$ cat config.mk
export PLATFORM = sky130hd
export DESIGN_NAME = uart_tx_frame_ctrl
export DESIGN_NICKNAME = d
export VERILOG_FILES = /design/src/rtl/uart_tx_frame_ctrl_pkg.sv /design/src/rtl/uart_tx_frame_ctrl_bit_timer.sv /design/src/rtl/uart_tx_frame_ctrl.sv
export SDC_FILE = /design/constraint.sdc
export NUM_CORES = 1
export LEC_CHECK = 0
export ABC_AREA = 1
export BUFFER_PORTS_ARGS = -buffer_cell sky130_fd_sc_hd__buf_2
export CAP_MARGIN = 20
export CORE_ASPECT_RATIO = 0.75
export CORE_UTILIZATION = 64
export DETAILED_ROUTE_END_ITERATION = 10
export PLACE_DENSITY = 0.88
export SLEW_MARGIN = 10
export SYNTH_ARGS = -nofsm -noshare
export SYNTH_HDL_FRONTEND = slang
export SYNTH_SLANG_ARGS = --single-unit
$ cat constraint.sdc
create_clock -name clk -period 5.9 [get_ports clk]
set_clock_uncertainty 0.05 [all_clocks]
set_input_delay 1.18 -clock clk [delete_from_list [all_inputs] [get_ports clk]]
set_output_delay 1.18 -clock clk [all_outputs]
set_load 0.005 [all_outputs]
$ cat src/rtl/uart_tx_frame_ctrl_pkg.sv
// Shared definitions for the UART TX frame controller.
//  - enum encodings for the FSM state and every transfer-config field
//  - frame_cfg_t: frame settings captured at the handshake
//  - frame_cfg_ok(): field-range check for oversampling / uart_type / stop_bit
package uart_tx_frame_ctrl_pkg;

    localparam int DEF_CHAR_LENGTH = 8;
    localparam int DEF_DIV_WIDTH   = 16;
    // Bit-period counter width: divisor times an oversampling code of up to 8,
    // with one spare bit so the two-stop-bit length (2P) still fits.
    localparam int BAUD_CNT_WIDTH  = DEF_DIV_WIDTH + 4;

    typedef enum logic [3:0] {
        IDLE_STATE   = 4'd0,
        START_STATE  = 4'd1,
        DATA_STATE   = 4'd2,
        PARITY_STATE = 4'd3,
        STOP_STATE   = 4'd4
    } uart_fsm_state_e;

    typedef enum logic [1:0] {
        STOP_1P5 = 2'd0,
        STOP_1   = 2'd1,
        STOP_2   = 2'd2
    } stop_bit_e;

    typedef enum logic [3:0] {
        UART_5 = 4'd5,
        UART_6 = 4'd6,
        UART_7 = 4'd7,
        UART_8 = 4'd8
    } uart_type_e;

    typedef enum logic [3:0] {
        OS_2 = 4'd2,
        OS_4 = 4'd4,
        OS_6 = 4'd6,
        OS_8 = 4'd8
    } oversampling_e;

    typedef enum logic {
        PARITY_EVEN = 1'b0,
        PARITY_ODD  = 1'b1
    } parity_e;

    typedef enum logic {
        LSB_FIRST = 1'b0,
        MSB_FIRST = 1'b1
    } shift_direction_e;

    typedef struct packed {
        logic [3:0] uart_type;
        stop_bit_e  stop_bit;
        logic       msb_first;
        logic       parity_en;
    } frame_cfg_t;

    function automatic logic frame_cfg_ok(input logic [3:0] os,
                                          input logic [3:0] uart_type,
                                          input logic [1:0] stop_bit);
        return (os inside {OS_2, OS_4, OS_6, OS_8}) &&
               (uart_type >= 4'd5) && (uart_type <= 4'd8) &&
               (stop_bit != 2'd3);
    endfunction

endpackage

$ cat src/rtl/uart_tx_frame_ctrl_bit_timer.sv
// uart_bit_timer: down-counter that times one UART bit (or the whole stop phase).
//  clk, reset   clock, synchronous active-high reset
//  load         strobe: reload the counter with load_val (= length - 1)
//  load_val     cycles-minus-one of the next bit/phase
//  bit_end      high while the counter sits at 0 (last cycle of the bit)
module uart_bit_timer
    import uart_tx_frame_ctrl_pkg::*;
#(
    parameter int CNT_W = BAUD_CNT_WIDTH
) (
    input  logic             clk,
    input  logic             reset,
    input  logic             load,
    input  logic [CNT_W-1:0] load_val,
    output logic             bit_end
);

    logic [CNT_W-1:0] cnt_q;

    // Parks at 0 when nothing reloads it, so an idle block always reads bit_end=1.
    always_ff @(posedge clk) begin
        if (reset)               cnt_q <= '0;
        else if (load)           cnt_q <= load_val;
        else if (cnt_q != '0)    cnt_q <= cnt_q - CNT_W'(1);
    end

    assign bit_end = (cnt_q == '0);

endmodule

$ cat src/rtl/uart_tx_frame_ctrl.sv
// uart_tx_frame_ctrl: sequences one UART TX lane IDLE->START->DATA->PARITY->STOP.
//  clk, reset        clock, synchronous active-high reset
//  cfg_*             frame config, captured only at the handshake
//  tx_data/valid     character handshake; tx_ready high only in IDLE
//  tx_serial         registered serial line, idle high
//  busy, fsm_state   current state (busy = not IDLE)
//  frame_done        pulse in the final stop-bit cycle
//  cfg_err           pulse the cycle after a handshake carrying an invalid config
module uart_tx_frame_ctrl
    import uart_tx_frame_ctrl_pkg::*;
#(
    parameter int CHAR_LENGTH = DEF_CHAR_LENGTH,
    parameter int DIV_WIDTH   = DEF_DIV_WIDTH
) (
    input  logic                   clk,
    input  logic                   reset,
    input  logic [DIV_WIDTH-1:0]   cfg_baud_div,
    input  logic [3:0]             cfg_oversampling,
    input  logic [3:0]             cfg_uart_type,
    input  logic [1:0]             cfg_stop_bit,
    input  logic                   cfg_msb_first,
    input  logic                   cfg_parity_en,
    input  logic                   cfg_parity_odd,
    input  logic [CHAR_LENGTH-1:0] tx_data,
    input  logic                   tx_valid,
    output logic                   tx_ready,
    output logic                   tx_serial,
    output logic                   busy,
    output logic [3:0]             fsm_state,
    output logic                   frame_done,
    output logic                   cfg_err
);

    localparam int CNT_W = DIV_WIDTH + 4;

    uart_fsm_state_e        state_q, state_d;
    frame_cfg_t             fcfg_q;
    logic [CNT_W-1:0]       period_q, period_fire, stop_len, load_val;
    logic [CHAR_LENGTH-1:0] data_q, type_mask;
    logic                   parity_q;
    logic [2:0]             idx_q, idx_d, sel;
    logic                   fire, cfg_ok, load, bit_end, last_data, line_d;

    assign tx_ready    = (state_q == IDLE_STATE);
    assign busy        = ~tx_ready;
    assign fsm_state   = state_q;
    assign fire        = tx_valid & tx_ready;
    assign cfg_ok      = (cfg_baud_div != '0) &&
                         frame_cfg_ok(cfg_oversampling, cfg_uart_type, cfg_stop_bit);
    assign period_fire = CNT_W'(cfg_baud_div) * CNT_W'(cfg_oversampling);
    assign frame_done  = (state_q == STOP_STATE) && bit_end;
    assign last_data   = ({1'b0, idx_q} == fcfg_q.uart_type - 4'd1);

    // Bits at or above uart_type never reach the line or the parity.
    always_comb begin
        type_mask = '0;
        for (int i = 0; i < CHAR_LENGTH; i++)
            type_mask[i] = (i < int'(cfg_uart_type));
    end

    always_comb begin
        case (fcfg_q.stop_bit)
            STOP_1:   stop_len = period_q;
            STOP_1P5: stop_len = period_q + (period_q >> 1);
            default:  stop_len = period_q << 1;
        endcase
    end

    uart_bit_timer #(.CNT_W(CNT_W)) u_bit_timer (
        .clk      (clk),
        .reset    (reset),
        .load     (load),
        .load_val (load_val),
        .bit_end  (bit_end)
    );

    // Every bit boundary reloads the timer with the length of the bit being entered.
    always_comb begin
        state_d  = state_q;
        idx_d    = idx_q;
        load     = 1'b0;
        load_val = '0;
        case (state_q)
            IDLE_STATE: if (fire && cfg_ok) begin
                state_d  = START_STATE;
                load     = 1'b1;
                load_val = period_fire - CNT_W'(1);
            end
            START_STATE: if (bit_end) begin
                state_d  = DATA_STATE;
                idx_d    = '0;
                load     = 1'b1;
                load_val = period_q - CNT_W'(1);
            end
            DATA_STATE: if (bit_end) begin
                load = 1'b1;
                if (!last_data) begin
                    idx_d    = idx_q + 3'd1;
                    load_val = period_q - CNT_W'(1);
                end else if (fcfg_q.parity_en) begin
                    state_d  = PARITY_STATE;
                    load_val = period_q - CNT_W'(1);
                end else begin
                    state_d  = STOP_STATE;
                    load_val = stop_len - CNT_W'(1);
                end
            end
            PARITY_STATE: if (bit_end) begin
                state_d  = STOP_STATE;
                load     = 1'b1;
                load_val = stop_len - CNT_W'(1);
            end
            STOP_STATE: if (bit_end) state_d = IDLE_STATE;
            default: state_d = IDLE_STATE;
        endcase
    end

    // The line value is chosen from the *next* state so tx_serial can be a flop
    // that changes on the same edge as fsm_state.
    always_comb begin
        sel    = fcfg_q.msb_first ? (fcfg_q.uart_type[2:0] - 3'd1 - idx_d) : idx_d;
        line_d = 1'b1;
        case (state_d)
            START_STATE:  line_d = 1'b0;
            DATA_STATE:   line_d = data_q[sel];
            PARITY_STATE: line_d = parity_q;
            default:      line_d = 1'b1;
        endcase
    end

    always_ff @(posedge clk) begin
        if (reset) begin
            state_q   <= IDLE_STATE;
            idx_q     <= '0;
            tx_serial <= 1'b1;
            cfg_err   <= 1'b0;
            fcfg_q    <= '0;
            period_q  <= '0;
            data_q    <= '0;
            parity_q  <= 1'b0;
        end else begin
            state_q   <= state_d;
            idx_q     <= idx_d;
            tx_serial <= line_d;
            cfg_err   <= fire & ~cfg_ok;
            if (fire && cfg_ok) begin
                fcfg_q.uart_type <= cfg_uart_type;
                fcfg_q.stop_bit  <= stop_bit_e'(cfg_stop_bit);
                fcfg_q.msb_first <= cfg_msb_first;
                fcfg_q.parity_en <= cfg_parity_en;
                period_q         <= period_fire;
                data_q           <= tx_data & type_mask;
                parity_q         <= (^(tx_data & type_mask)) ^ cfg_parity_odd;
            end
        end
    end

endmodule

==> tab_implementation.tex <==
\begin{tabular}{lr}
\hline
Metric & Value \\
\hline
\multicolumn{2}{l}{\textbf{Run status}} \\
Outcome & finished with violations \\
Failing checks & design-rule violations \\
\multicolumn{2}{l}{\textbf{Placement}} \\
Instance area after placement & 0.00975 mm² \\
Count of input and output buffers & 48 \\
Half-perimeter wire length after placement & 21800 µm \\
Worst setup slack before clock tree synthesis & 0.717 ns \\
Placer Congestion & 0.994 \\
\multicolumn{2}{l}{\textbf{Critical path}} \\
Element type at the critical path start & input pin \\
CP endpoint kind & flip-flop \\
Worst-path maximum fanout & 17 \\
Start-to-end type of the worst setup path & input pin to flip-flop \\
Category of cells accounting for the largest share of critical-path delay & adder cells \\
Peak per-stage delay on the critical path & 0.54 ns \\
Sequence of cells on the critical path & buf\_2 > nand2\_1 > fa\_1 > inv\_1 > fa\_1 > fa\_1 > xnor2\_1 > inv\_1 > nor2\_1 > nand4\_1 > inv\_1 > o21ai\_0 > a21oi\_1 > nor3\_1 > o21ai\_1 > o21ai\_1 > nor2\_1 \\
Combined buffer and inverter count along the critical path & 4 \\
Internal reg-to-reg setup slack & 2.36 ns \\
Data required, critical path & 6.12 ns \\
Endpoint arrival time on the critical path & 5.19 ns \\
Slowest CP cell & sky130\_fd\_sc\_hd\_\_fa\_1 \\
\multicolumn{2}{l}{\textbf{Floorplanning}} \\
Total die area & 0.0152 mm² \\
Height of the die & 107 µm \\
Die X-Extent & 142 µm \\
Io pins & 49 \\
Row Count & 37 \\
Core area & 0.0140 mm² \\
Initial core utilization & 67.0\% \\
\multicolumn{2}{l}{\textbf{Route}} \\
DR WL/cell & 14.9 µm \\
Met1 WL & 11600 µm \\
Post-route DRC & 2 \\
Top Metal Used & met4 \\
Post-DR vias/cell & 5.57 \\
Detailed-routed wire length on met3 & 2710 µm \\
Detailed-route via count & 10100 \\
Wire length on met2 & 12000 µm \\
Final Routed Wirelength & 27000 µm \\
Length of the first detailed-routing pass in iterations & 8 \\
Antenna-violating nets left & 0 \\
Initial detailed-routing violation count & 1009 \\
\multicolumn{2}{l}{\textbf{Synth}} \\
Net Count, Synth & 1729 \\
Number of unique standard cell types used by synthesis & 56 \\
Post-synthesis sequential area ratio & 14.1\% \\
Primary flip-flop cell chosen by synthesis mapping & sky130\_fd\_sc\_hd\_\_dfxtp\_1 \\
Total of flip-flops plus latches after synthesis & 66 \\
Syn avg cell area & 5.91 µm² \\
Synthesis warning total & 0 \\
Post-synth ARST share & 0\% \\
Summed instance area of the synthesized netlist & 0.00940 mm² \\
Cell count after synthesis & 1590 \\
Count of flip-flops with a built-in enable after synthesis & 0 \\
\multicolumn{2}{l}{\textbf{Timing}} \\
Highest attainable clock frequency & 201 MHz \\
Slew HR & 42.8\% \\
Final total negative setup slack & 0 ns \\
Slew @ Worst Pin & 0.857 ns \\
Count of endpoints failing setup in the final report & 0 \\
RSZ-0062 raised after global routing & no \\
Final-report max-slew violation count & 0 \\
Final WS setup & 0.932 ns \\
Period utilisation layout & 84.2\% \\
Final critical delay including setup and external delays & 4.97 ns \\
Final Hold Vio Count & 0 \\
\multicolumn{2}{l}{\textbf{Power and ir drop}} \\
Net switching power of the design & 1.20 mW \\
Switching portion of total power & 49.0\% \\
Combinational Power Share & 55.1\% \\
Part of the power in the clock network & 21.0\% \\
Power density over cell area & 243 mW/mm² \\
Standby leakage power & 5.61 nW \\
Internal power & 1.24 mW \\
Maximum resistive drop on vdd & 0.161 mV \\
Sequential share of power & 23.9\% \\
\multicolumn{2}{l}{\textbf{Clock tree}} \\
CTS Buf Count & 9 \\
Cts hold-fix bufs & 0 \\
Worst-path clk slew & 0.06 ns \\
Depth of the CTS H-tree & 3 \\
Clock Root Buffer & sky130\_fd\_sc\_hd\_\_clkbuf\_16 \\
Sink Count & 66 \\
Clk buf depth & 2 \\
Insertion delay of the later-clocked pin in the worst-skew pair & 0.34 ns \\
Buffers inserted by post-CTS timing repair & 0 \\
CTS tree & yes \\
Total of cells resized after clock tree synthesis & 0 \\
\multicolumn{2}{l}{\textbf{Global route}} \\
Total overflow reported by the global router & 0 \\
Initial antenna violation count & 0 \\
Number of global-route vias before repair & 9341 \\
First-pass GRT wire length & 44600 µm \\
Largest net degree at the start of global routing & 71 \\
Total track usage & 37.2\% \\
\multicolumn{2}{l}{\textbf{Cells and area}} \\
Number of fillers in the final layout & 1253 \\
Final net count & 1758 \\
Antenna cells & 0 \\
Finished layout cell area & 0.0100 mm² \\
Share of post-route cells with drive strength above 1 & 8.99\% \\
Leading cell type in the layout, fill and taps excluded & sky130\_fd\_sc\_hd\_\_nand2\_1 \\
Most used cells in the layout excluding fill and tap cells & 414 x sky130\_fd\_sc\_hd\_\_nand2\_1, 298 x sky130\_fd\_sc\_hd\_\_inv\_1, 146 x sky130\_fd\_sc\_hd\_\_nor2\_1, 124 x sky130\_fd\_sc\_hd\_\_nand3\_1, 77 x sky130\_fd\_sc\_hd\_\_a21oi\_1 \\
Area Overhead vs Synth & 6.60\% \\
\multicolumn{2}{l}{\textbf{Min path}} \\
Worst min-delay path class & flip-flop to flip-flop \\
\multicolumn{2}{l}{\textbf{Run}} \\
Max-cap viol count & 0 \\
\hline
\end{tabular}
-- cell usage after synthesis, drive strengths merged, types with 25 or more instances --
| library cell | n | share of area (%) |
|---|---|---|
| nand2 | 426 | 17 |
| inv | 317 | 13 |
| nor2 | 162 | 7.2 |
| nand3 | 134 | 7.7 |
| o21ai | 91 | 4.9 |
| a21oi | 83 | 4.7 |
| ha | 69 | 9.2 |
| dfxtp | 66 | 14 |
| xor2 | 37 | 3.5 |
| fa | 30 | 6.4 |
| nand4 | 25 | 1.7 |
-- area by class of cell --
cell class                 count  area [µm²]  share of cell area (%)
multi-input combinational   1170        6700                    66.8
clock inverter                 7        53.8                   0.537
timing repair buffer          52         270                    2.70
clock buffer                   9         225                    2.25
inverter                     320        1210                    12.1
tap                          195         244                    2.43
sequential                    66        1320                    13.2
-- power groups by stage --
stage	combinational, mW	clock (mW)	sequential, mW
2_1_floorplan	1.02	0	0.570
3_3_place_gp	1.28	0	0.588
3_5_place_dp	1.31	0	0.590
4_1_cts	1.32	0.514	0.581
5_1_grt	1.51	0.535	0.590
6_report	1.35	0.512	0.583
-- per-layer routing --
layer	vias to the layer above	global-route usage, %
met5	-	0
met4	0	12.0
met3	60	7.91
met2	426	60.6
met1	4569	49.1
li1	5075	-
-- worst paths after layout --
check	startpoint	end	cells after the start
hold reg to reg	u_bit_timer.cnt_q[1]	u_bit_timer.cnt_q[1]	2
setup / recovery	cfg_oversampling[1]	u_bit_timer.cnt_q[8]	17
setup reg to reg	u_bit_timer.cnt_q[0]	tx_serial	22
hold / removal	u_bit_timer.cnt_q[1]	u_bit_timer.cnt_q[1]	2
-- cell families after synthesis --
| family | after synthesis | synth area share, % |
|---|---|---|
| buf+inv | 354 | 14.7 |
| flops | 66 | 14.1 |
| compound gates | 223 | 13.5 |
| fa+ha+maj | 99 | 15.6 |
| xor+xnor | 50 | 4.74 |
| simple gates | 797 | 37.5 |
| other cells | 1 | 0.0399 |
-- sequential cells by signal, summed over array words and instances, names as in the netlist --
register / cells
tx_serial: 1
fcfg_q: 8
u_bit_timer.cnt_q: 20
parity_q: 1
cfg_err: 1
period_q: 20
idx_q: 3
fsm_state: 4
data_q: 8
-- tightest hold or removal path, delay by kind of cell (launching register included) --
kind	cells	cell delay [ns]
DFF	1	0.33
and+or+nand+nor	2	0.13
-- metrics by stage --
step / instances / hold slack [ns] / total power [mW] / utilization (%)
2_1_floorplan: 1590 / 0.410 / 1.59 / -
3_3_place_gp: 1803 / 0.436 / 1.87 / 69.5
3_5_place_dp: 1803 / 0.445 / 1.90 / 69.5
4_1_cts: 1819 / 0.454 / 2.41 / 71.5
5_1_grt: 1819 / 0.484 / 2.63 / 71.5
6_report: 1819 / 0.457 / 2.44 / 71.5
(Power assumes the default switching activity.)
